**config.mk**
```make
export PLATFORM = sky130hd
export DESIGN_NAME = palette_video
export DESIGN_NICKNAME = d
export VERILOG_FILES = /design/src/rtl/eg2000_pkg.sv /design/src/rtl/palette_ram.sv /design/src/rtl/palette_video.sv
export SDC_FILE = /design/constraint.sdc
export NUM_CORES = 1
export LEC_CHECK = 0
export ABC_CLOCK_PERIOD_IN_PS = 2450
export BUFFER_PORTS_ARGS = -buffer_cell sky130_fd_sc_hd__buf_2
export CAP_MARGIN = 20
export CORE_ASPECT_RATIO = 1.1
export CORE_MARGIN = 1.5
export CORE_UTILIZATION = 40
export CTS_BUF_LIST = sky130_fd_sc_hd__clkbuf_4
export CTS_CLUSTER_DIAMETER = 80
export DETAILED_ROUTE_END_ITERATION = 6
export GPL_TIMING_DRIVEN = 0
export PLACE_DENSITY = 0.66
export SLEW_MARGIN = 20
export SYNTH_ARGS = -nofsm -noshare
export SYNTH_HDL_FRONTEND = slang
export SYNTH_SLANG_ARGS = --single-unit
```
**constraint.sdc**
```tcl
create_clock -name clock -period 2.45 [get_ports clock]
set_input_delay 0.1225 -clock clock [delete_from_list [all_inputs] [get_ports clock]]
set_output_delay 0.1225 -clock clock [all_outputs]
set_load 0.01 [all_outputs]
```
**src/rtl/eg2000_pkg.sv**
```systemverilog
// Shared definitions for the palette video output block.
// Holds the display mode encodings, the reference RGB packing widths and
// the default 16-entry colour table loaded into the palette at configuration.
// scale_ch() adapts a 6-bit table channel to another channel width.
package eg2000_pkg;

  // Reference geometry of the default table: 16 entries, 6 bits per channel.
  localparam int DEF_ENTRIES = 16;
  localparam int DEF_BPC     = 6;
  localparam int DEF_RGBW    = 3 * DEF_BPC;

  // Mode bit 1 selects greyscale and bit 0 selects scanlines.
  typedef enum logic [1:0] {
    MODE_NORMAL    = 2'd0,
    MODE_SCAN      = 2'd1,
    MODE_GREY      = 2'd2,
    MODE_GREY_SCAN = 2'd3
  } mode_e;

  // Default palette, packed {R,G,B}; index 15 is the leftmost element.
  localparam logic [DEF_ENTRIES-1:0][DEF_RGBW-1:0] DEFAULT_PAL = {
    18'h38E38,  // 15: R56 G56 B56
    18'h3FFC0,  // 14: R63 G63 B0
    18'h3F03F,  // 13: R63 G0  B63
    18'h3F000,  // 12: R63 G0  B0
    18'h00FFF,  // 11: R0  G63 B63
    18'h00FC0,  // 10: R0  G63 B0
    18'h0003F,  //  9: R0  G0  B63
    18'h14514,  //  8: R20 G20 B20
    18'h28A28,  //  7: R40 G40 B40
    18'h28A00,  //  6: R40 G40 B0
    18'h28E10,  //  5: R40 G56 B16
    18'h28000,  //  4: R40 G0  B0
    18'h00A00,  //  3: R0  G40 B0
    18'h30210,  //  2: R48 G8  B16
    18'h00028,  //  1: R0  G0  B40
    18'h00000   //  0: black
  };

  // Rescale a 6-bit table channel to bpc bits (left shift widens, right shift narrows).
  function automatic int unsigned scale_ch(input int unsigned v6, input int unsigned bpc);
    int unsigned res;
    if (bpc >= 32'(DEF_BPC)) begin
      res = v6 << (bpc - 32'(DEF_BPC));
    end else begin
      res = v6 >> (32'(DEF_BPC) - bpc);
    end
    return res;
  endfunction

endpackage

```
**src/rtl/palette_ram.sv**
```systemverilog
// Palette storage: one write port, one synchronous read port.
// Ports:
//   clock  - system clock
//   rst_n  - synchronous active-low reset, clears the read register only
//   we     - write strobe (already qualified by the caller)
//   waddr  - write index, wdata - write value
//   re     - read enable; the read register holds while low
//   raddr  - read index, rdata - registered read value
// On a same-clock write/read of one index the read returns the old entry.
// Contents start from INIT and are never touched by reset.
module palette_ram
  import eg2000_pkg::*;
#(
  parameter int AW = 4,
  parameter int DW = 18,
  parameter logic [(2**AW)-1:0][DW-1:0] INIT = '0
) (
  input  logic          clock,
  input  logic          rst_n,
  input  logic          we,
  input  logic [AW-1:0] waddr,
  input  logic [DW-1:0] wdata,
  input  logic          re,
  input  logic [AW-1:0] raddr,
  output logic [DW-1:0] rdata
);

  localparam int DEPTH = 2 ** AW;

  logic [DEPTH-1:0][DW-1:0] mem_q = INIT;
  logic [DEPTH-1:0][DW-1:0] mem_d;
  logic [DW-1:0]            rdata_q;
  logic [DW-1:0]            rdata_d;

  // Next-state for storage and read register; reads use mem_q so collisions return old data.
  always_comb begin
    mem_d   = mem_q;
    rdata_d = rdata_q;
    if (we) begin
      mem_d[waddr] = wdata;
    end else begin
      mem_d = mem_q;
    end
    if (!rst_n) begin
      rdata_d = '0;
    end else if (re) begin
      rdata_d = mem_q[raddr];
    end else begin
      rdata_d = rdata_q;
    end
  end

  // Storage and read register update.
  always_ff @(posedge clock) begin
    mem_q   <= mem_d;
    rdata_q <= rdata_d;
  end

  assign rdata = rdata_q;

endmodule

```
**src/rtl/palette_video.sv**
```systemverilog
// Palette-based video output stage.
// Looks up a colour index in a writable palette, optionally converts to
// greyscale and/or darkens alternate lines, and delays sync and display
// enable to match. Two pipeline stages, both advancing only on ce_pix.
// Ports:
//   clock    - system clock
//   power    - synchronous active-low reset (run when high)
//   ce_pix   - pixel clock enable
//   pixel    - active display flag
//   color    - palette index
//   hsync    - raw horizontal sync, active high
//   vsync    - raw vertical sync, active high
//   mode     - 0 normal, 1 scanlines, 2 greyscale, 3 greyscale + scanlines
//   pal_we   - palette write strobe, pal_addr / pal_data write index / value
//   rgb      - final colour {R,G,B}
//   sync     - {vsync,hsync} after polarity
//   de       - delayed pixel flag
module palette_video
  import eg2000_pkg::*;
#(
  parameter int   CW   = 4,
  parameter int   BPC  = 6,
  parameter logic HPOL = 1'b0,
  parameter logic VPOL = 1'b0
) (
  input  logic             clock,
  input  logic             power,
  input  logic             ce_pix,
  input  logic             pixel,
  input  logic [CW-1:0]    color,
  input  logic             hsync,
  input  logic             vsync,
  input  logic [1:0]       mode,
  input  logic             pal_we,
  input  logic [CW-1:0]    pal_addr,
  input  logic [3*BPC-1:0] pal_data,
  output logic [3*BPC-1:0] rgb,
  output logic [1:0]       sync,
  output logic             de
);

  localparam int RGBW      = 3 * BPC;
  localparam int PAL_DEPTH = 2 ** CW;

  // Expand the reference table to this instance's depth and channel width.
  function automatic logic [PAL_DEPTH-1:0][RGBW-1:0] build_init();
    logic [PAL_DEPTH-1:0][RGBW-1:0] t;
    logic [DEF_RGBW-1:0]            e;
    t = '0;
    for (int i = 0; i < PAL_DEPTH; i++) begin
      e = DEFAULT_PAL[i % DEF_ENTRIES];
      for (int c = 0; c < 3; c++) begin
        t[i][c*BPC +: BPC] = BPC'(scale_ch(32'(e[c*DEF_BPC +: DEF_BPC]), 32'(BPC)));
      end
    end
    return t;
  endfunction

  localparam logic [PAL_DEPTH-1:0][RGBW-1:0] PAL_INIT = build_init();

  logic [RGBW-1:0] pal_rd;

  // Stage 1 sideband, edge-detect history and line parity.
  logic pix1_q, pix1_d;
  logic hs1_q, hs1_d;
  logic vs1_q, vs1_d;
  logic hs_prev_q, hs_prev_d;
  logic vs_prev_q, vs_prev_d;
  logic par_q, par_d;

  // Stage 2 outputs.
  logic [RGBW-1:0] rgb_q, rgb_d;
  logic [1:0]      sync_q, sync_d;
  logic            de_q, de_d;

  // Colour transform intermediates.
  logic [BPC-1:0]   ch_r, ch_g, ch_b;
  logic [BPC+1:0]   y_sum;
  logic [BPC-1:0]   o_r, o_g, o_b;
  logic             scan_on;

  // Palette writes are blocked while in reset so the table survives untouched.
  palette_ram #(
    .AW   (CW),
    .DW   (RGBW),
    .INIT (PAL_INIT)
  ) u_palette_ram (
    .clock (clock),
    .rst_n (power),
    .we    (pal_we & power),
    .waddr (pal_addr),
    .wdata (pal_data),
    .re    (ce_pix),
    .raddr (color),
    .rdata (pal_rd)
  );

  // Colour transform: greyscale first, then scanline halving, then blanking.
  always_comb begin
    ch_r    = pal_rd[3*BPC-1:2*BPC];
    ch_g    = pal_rd[2*BPC-1:BPC];
    ch_b    = pal_rd[BPC-1:0];
    y_sum   = {2'b00, ch_r} + {1'b0, ch_g, 1'b0} + {2'b00, ch_b};
    o_r     = ch_r;
    o_g     = ch_g;
    o_b     = ch_b;
    scan_on = 1'b0;
    case (mode_e'(mode))
      MODE_NORMAL: begin
        scan_on = 1'b0;
      end
      MODE_SCAN: begin
        scan_on = par_q;
      end
      MODE_GREY: begin
        o_r     = y_sum[BPC+1:2];
        o_g     = y_sum[BPC+1:2];
        o_b     = y_sum[BPC+1:2];
        scan_on = 1'b0;
      end
      MODE_GREY_SCAN: begin
        o_r     = y_sum[BPC+1:2];
        o_g     = y_sum[BPC+1:2];
        o_b     = y_sum[BPC+1:2];
        scan_on = par_q;
      end
      default: begin
        scan_on = 1'b0;
      end
    endcase
    if (scan_on) begin
      o_r = {1'b0, o_r[BPC-1:1]};
      o_g = {1'b0, o_g[BPC-1:1]};
      o_b = {1'b0, o_b[BPC-1:1]};
    end else begin
      o_r = o_r;
      o_g = o_g;
      o_b = o_b;
    end
  end

  // Pipeline and line-parity next-state; everything holds on non-ce_pix clocks.
  always_comb begin
    pix1_d    = pix1_q;
    hs1_d     = hs1_q;
    vs1_d     = vs1_q;
    hs_prev_d = hs_prev_q;
    vs_prev_d = vs_prev_q;
    par_d     = par_q;
    rgb_d     = rgb_q;
    sync_d    = sync_q;
    de_d      = de_q;
    if (!power) begin
      pix1_d    = 1'b0;
      hs1_d     = 1'b0;
      vs1_d     = 1'b0;
      hs_prev_d = 1'b0;
      vs_prev_d = 1'b0;
      par_d     = 1'b0;
      rgb_d     = '0;
      sync_d    = {VPOL, HPOL};
      de_d      = 1'b0;
    end else if (ce_pix) begin
      pix1_d    = pixel;
      hs1_d     = hsync;
      vs1_d     = vsync;
      hs_prev_d = hsync;
      vs_prev_d = vsync;
      // A vsync rise wins over a coincident hsync rise.
      if (vsync && !vs_prev_q) begin
        par_d = 1'b0;
      end else if (hsync && !hs_prev_q) begin
        par_d = ~par_q;
      end else begin
        par_d = par_q;
      end
      rgb_d  = pix1_q ? {o_r, o_g, o_b} : '0;
      sync_d = {vs1_q ^ VPOL, hs1_q ^ HPOL};
      de_d   = pix1_q;
    end else begin
      par_d = par_q;
    end
  end

  // Pipeline register update.
  always_ff @(posedge clock) begin
    pix1_q    <= pix1_d;
    hs1_q     <= hs1_d;
    vs1_q     <= vs1_d;
    hs_prev_q <= hs_prev_d;
    vs_prev_q <= vs_prev_d;
    par_q     <= par_d;
    rgb_q     <= rgb_d;
    sync_q    <= sync_d;
    de_q      <= de_d;
  end

  assign rgb  = rgb_q;
  assign sync = sync_q;
  assign de   = de_q;

endmodule

```
; ---- Word-level counts from Yosys, hierarchy flattened
; Cells that the tools add are included.
[word_totals]
elab_cells = 60
mem_bits_rw = 0
register_bits = 331
romBits = 0
output_inout_bits = 21
in_bits = 35
latch_bits = 0
mem_count = 0
[classes]
reduce_logical = 11
n_bitwise = 2
n_mux = 15
n_mul = 0
n_eq_ne = 3
n_div = 0
addsub = 2
n_lt_le_gt_ge = 3
shift = 0
[op_table]
columns = operator, count
row1 = 288-bit bitwise mux, 1
row2 = 18-bit binary-select mux with 4-bit select, 1
row3 = 18-bit demux with 4-bit select, 1
row4 = 18-bit two-way mux, 3
row5 = 6-bit two-way mux, 6
row6 = "4-bit by 5-bit less-than comparator with 1-bit output, second input constant", 2
row7 = 6-bit by 7-bit adder with 8-bit output, 1
row8 = 8-bit by 6-bit adder with 8-bit output, 1
row9 = 2-bit OR reduction, 3
row10 = "2-bit == test, second input constant", 2
row11 = "4-bit by 1-bit >= comparator with 1-bit output, second input constant", 1
row12 = 1-bit logical AND, 3
row13 = "2-bit by 1-bit == test with 1-bit output, second input constant", 1
row14 = 1-bit zero test, 2
row15 = 2-bit zero test, 1
row16 = 1-bit two-way mux, 2
row17 = 1-bit case mux with 2 select lines, 1
row18 = 2-bit AND reduction, 1
row19 = 2-bit nonzero test, 1
row20 = 1-bit bitwise AND, 1
row21 = 1-bit NOT, 1

; ---- Depth between registers and ports, before layout
[depth]
depth_word = 5
depth_mapped = 8
ltp_nobuf = 8

; ---- Modules after synthesis
; Synthesis repeated with hierarchy kept, for this count alone.
[hier_totals]
cells_unflattened = 862
area_unflattened_um2 = 13467.9
[by_module_without_submodules]
columns = mod, cells_per_inst, n_inst, area_each_um2
row1 = palette_ram, 683, 1, 11822.6
row2 = palette_video, 179, 1, 1645.3

; ---- Worst setup path after synthesis
; No wires, ideal clock.
[synth_timing]
path_kind = input to register
from = input port power
to = register u_palette_ram.mem_q[0] (netlist bit) (enable)
t_arrival_ps = 1964
path_slack_ps = 70
setup_ps = 416
required_time_ps = 2034
cell_stages = 4
cell_sequence = buf_4 -> nand2_1 -> or3_1 -> nor3_1
[synth_between]
elab_chain_len = 1
[synth_rtl]
columns = element, line_no
row1 = from (decl), palette_video.sv:27  ; input logic power,
row2 = 1-bit bitwise AND, palette_video.sv:90  ; .we (pal_we & power),
row3 = to (signal assigned), palette_ram.sv:55  ; mem_q <= mem_d;
row4 = to (decl), palette_ram.sv:30  ; logic [DEPTH-1:0][DW-1:0] mem_q = INIT;
; No other way between the ends.
; A chain may end at the register's enable or synchronous reset.

; ---- Worst setup path after layout
[layout_timing]
from = register u_palette_ram.rdata_q[3] (netlist: u_palette_ram.rdata[3])
to = register rgb_q[2] (netlist: rgb[2])
[layout_between]
elab_chain_len = 4
[layout_rtl]
columns = element, line_no
row1 = from (decl), palette_ram.sv:32  ; logic [DW-1:0] rdata_q;
row2 = from (signal assigned), palette_ram.sv:56  ; rdata_q <= rdata_d;
row3 = 8-bit by 6-bit adder with 8-bit output, palette_video.sv:103  ; y_sum = {2'b00, ch_r} + {1'b0, ch_g, 1'b0} + {2'b00, ch_b};
row4 = 6-bit two-way mux (*), palette_video.sv:108  ; case (mode_e'(mode))
row5 = 6-bit two-way mux (*), palette_video.sv:131  ; if (scan_on) begin
row6 = 18-bit two-way mux (*), palette_video.sv:177  ; rgb_d = pix1_q ? {o_r, o_g, o_b} : '0;
row7 = to (signal assigned), palette_video.sv:193  ; rgb_q <= rgb_d;
row8 = to (decl), palette_video.sv:72  ; logic [RGBW-1:0] rgb_q, rgb_d;
; Mark *: on every way between the ends. The rest lies on a longest branch, timed or not.

==> results.py <==
metrics = {
    "outcome": {
        "status": "completed",
    },
    "floorplan": {
        "initial_utilization_pct": 40.8,
        "die_area_um2": 34100,
        "io_pins": 56,
        "core_um2": 32400,
        "die_w_um": 176,
        "rows": 69,
        "die-height_um": 194,
    },
    "worst_hold_path": {
        "hold_path_class": "input pin to flip-flop",
    },
    "yosys": {
        "ys_types": 49,
        "ys.flop_type": "edfxtp_1",
        "yosys_register_bits": 331,
        "synth_top_family_by_area": "multiplexers",
        "synth_nets": 892,
        "synthAdderAreaFrac_pct": 1.38,
        "synth-xor-area-share_pct": 0.199,
        "yosys_warnings": 0,
        "synth_simple_gate_area_share_pct": 6.65,
        "synth_area_um2": 13200,
        "synth-compound-area-share_pct": 6.49,
        "synth_edf_count": 288,
        "synthMuxAreaShare_pct": 11.4,
        "synth_cells": 846,
        "async_flop_share_pct": 0,
        "yosysSeqAreaShare_pct": 72.0,
        "syn_area_per_cell_um2": 15.6,
    },
    "cells_and_area": {
        "final_common_cell": "edfxtp_1",
        "fin_util_pct": 48.7,
        "layout_common_cells": "288 x edfxtp_1, 149 x mux2i_1, 123 x clkbuf_4, 69 x buf_2, 58 x a22oi_1",
        "area_growth_pct": 19.3,
        "fin_nets": 1085,
        "n_fill_cell": 2761,
        "drive_above_1_share_pct": 25.7,
    },
    "timing": {
        "hold_viol_final": 0,
        "post-route-period-util_pct": 99.2,
        "setup_violations": 0,
        "period_needed_ps": 2430,
        "fmax_mhz": 412,
        "skew_ps": 39.0,
        "worst_slew_pin_slew_ps": 932,
        "max_slew_margin_pct": 37.7,
        "setup_ws_ps": 19.9,
        "timing.hold.ws_ps": 60.8,
        "grt_setup_unrepaired": "yes",
        "drv_slew": 0,
        "setup_tns_ps": 0,
    },
    "pwr": {
        "finalPower_mw": 11.6,
        "combPwrFrac_pct": 7.1,
        "clkPwrFrac_pct": 38.6,
        "internal_power_mw": 8.84,
        "p_sw_mw": 2.74,
        "ir_worst_vdd_v": 0.000293,
        "power.density_nw_per_um2": 735,
        "sw_frac_of_total_pct": 23.7,
        "seqPwrFrac_pct": 54.3,
        "leakage_nw": 5.85,
    },
    "global_routing": {
        "grt.overflow.total": 0,
        "grt_pass1_wl_um": 46200,
        "antenna_found_initial": 3,
        "grt_max_degree": 19,
        "grt_pass1_vias": 8145,
        "gr-usage-all-layers_pct": 18.2,
    },
    "worst_setup_path": {
        "cp_max_fo": 5,
        "arrival_ps": 2990,
        "r2r_slack_ps": 20,
        "critPathLaunchType": "flip-flop",
        "cp.required_ps": 3010,
        "setup.worst_path.end_class": "flip-flop",
        "crit_type": "flip-flop to flip-flop",
    },
    "route": {
        "detail_route.first_pass.iterations": 6,
        "wire_per_inst_um": 20.2,
        "drtAntennaViolNets": 0,
        "viasPerCell": 5.26,
        "drcViolationCount": 0,
        "num_vias": 8060,
        "wirelength_um": 31000,
        "drtIter0Drc": 507,
    },
    "clocking": {
        "clk_pin_slew_ps": 70,
        "clockRootBuffer": "clkbuf_4",
        "htreeDepth": 3,
        "cts_tree": "yes",
        "clk_latency_ps": 700,
        "clockBufferDepth": 3,
        "clock_sink_count": 331,
        "numCtsBuffers": 84,
    },
    "flow_run": {
        "maxCapViolations": 0,
    },
    "placed_design": {
        "io_buffers": 52,
        "dp_slack_ps": -207,
        "gp_congestion": 0.833,
        "dpl.hpwl_um": 20200,
    },
}
## worst max-delay path, stage by stage (launching register included)
cell and delay [ps]:
dfxtp_2 360, fa_1 550, ha_2 320, a21oi_2 180, o21ai_1 100, xor2_1 160
and3_1 230, or3_1 380
## worst paths after layout
check | from | to | cells past startpoint
hold reg to reg | rgb[15] | rgb[15] | 1
setup reg to reg | u_palette_ram.rdata[3] | rgb[2] | 7
hold / removal | pal_addr[3] | u_palette_ram.mem_q[1] | 3
setup / recovery | u_palette_ram.rdata[3] | rgb[2] | 7
## cell type report
type	count	area (um^2)	area share [%]
clock buffers	123	923	5.86
clock inverters	28	123	0.778
plain buffers	42	228	1.44
inverters	8	30.0	0.191
repair buffers	107	810	5.14
flip-flops and latches	331	9530	60.4
well taps	426	533	3.38
multi-input cells	465	3580	22.7
diodes	3	7.51	0.0476
## what timing repair did
| item | in CTS | in global routing |
|---|---|---|
| hold buffers | 32 | 0 |
| setup endpoints to repair | 9 | 12 |
| pin swaps | 2 | 7 |
| endpoints found under the hold margin | 336 | 0 |
| buffers inserted | 2 | 3 |
| gates resized for setup | 15 | 11 |
## registers in the layout, indices dropped and copies added, names as in the netlist, 2 cells and up
| register | count |
|---|---|
| u_palette_ram.rdata | 18 |
| u_palette_ram.mem_q | 288 |
| sync | 2 |
| rgb | 18 |
## routing by layer
metal,GRT usage (%),share of wire [%],vias up
li1,-,-,3742
met1,22.4,41,3974
met3,3.65,5.7,60
met5,0,0,-
met2,30.8,50,284
met4,7.95,2.5,0
## power groups by stage
stage	logic (mW)	registers [mW]	clock network [mW]
2_1_floorplan	0.449	6.39	0
3_3_place_gp	0.714	6.40	0
3_5_place_dp	0.739	6.41	0
4_1_cts	0.804	6.29	4.58
5_1_grt	0.888	6.29	4.86
6_report	0.820	6.29	4.47
## cell families (layout without fill, tap and decap cells)
logic type / count (synthesis) / after routing
DFF: 331 / 331
and+or+nand+nor: 180 / 180
muxes: 150 / 150
AOI/OAI and AO/OA: 121 / 121
buffers and inverters: 50 / 308
adders and majority gates: 11 / 11
xor gates and xnor gates: 3 / 3
other: 0 / 3
## synthesized netlist by cell type, types with 3 or more instances
master / instances / area share [%]
fa_1: 6 / 0.91
or3_1: 4 / 0.19
a22o_1: 6 / 0.40
a211o_1: 3 / 0.20
buf_4: 9 / 0.51
nor3_1: 5 / 0.19
o21a_1: 3 / 0.17
a2bb2oi_1: 4 / 0.27
nand3_1: 56 / 2.1
nor2b_1: 3 / 0.14
clkbuf_1: 13 / 0.37
xor2_1: 3 / 0.20
dfxtp_1: 43 / 6.5
mux2i_1: 149 / 11
nor2_1: 34 / 0.97
nand2_1: 54 / 1.5
nand2b_1: 8 / 0.38
a21oi_1: 33 / 1.2
edfxtp_1: 288 / 65
inv_1: 5 / 0.14
o311ai_1: 3 / 0.20
buf_2: 17 / 0.64
a22oi_1: 58 / 3.3
ha_1: 5 / 0.47
inv_2: 3 / 0.085
## per-stage QoR
step	cell area [um^2]	std cells
final	15800	1533
after global routing	15800	1532
after CTS	15700	1527
after detailed placement	14300	1342
after global placement	14000	1324
after floorplan	13200	846
No activity file was read; power rests on OpenSTA's default activity.
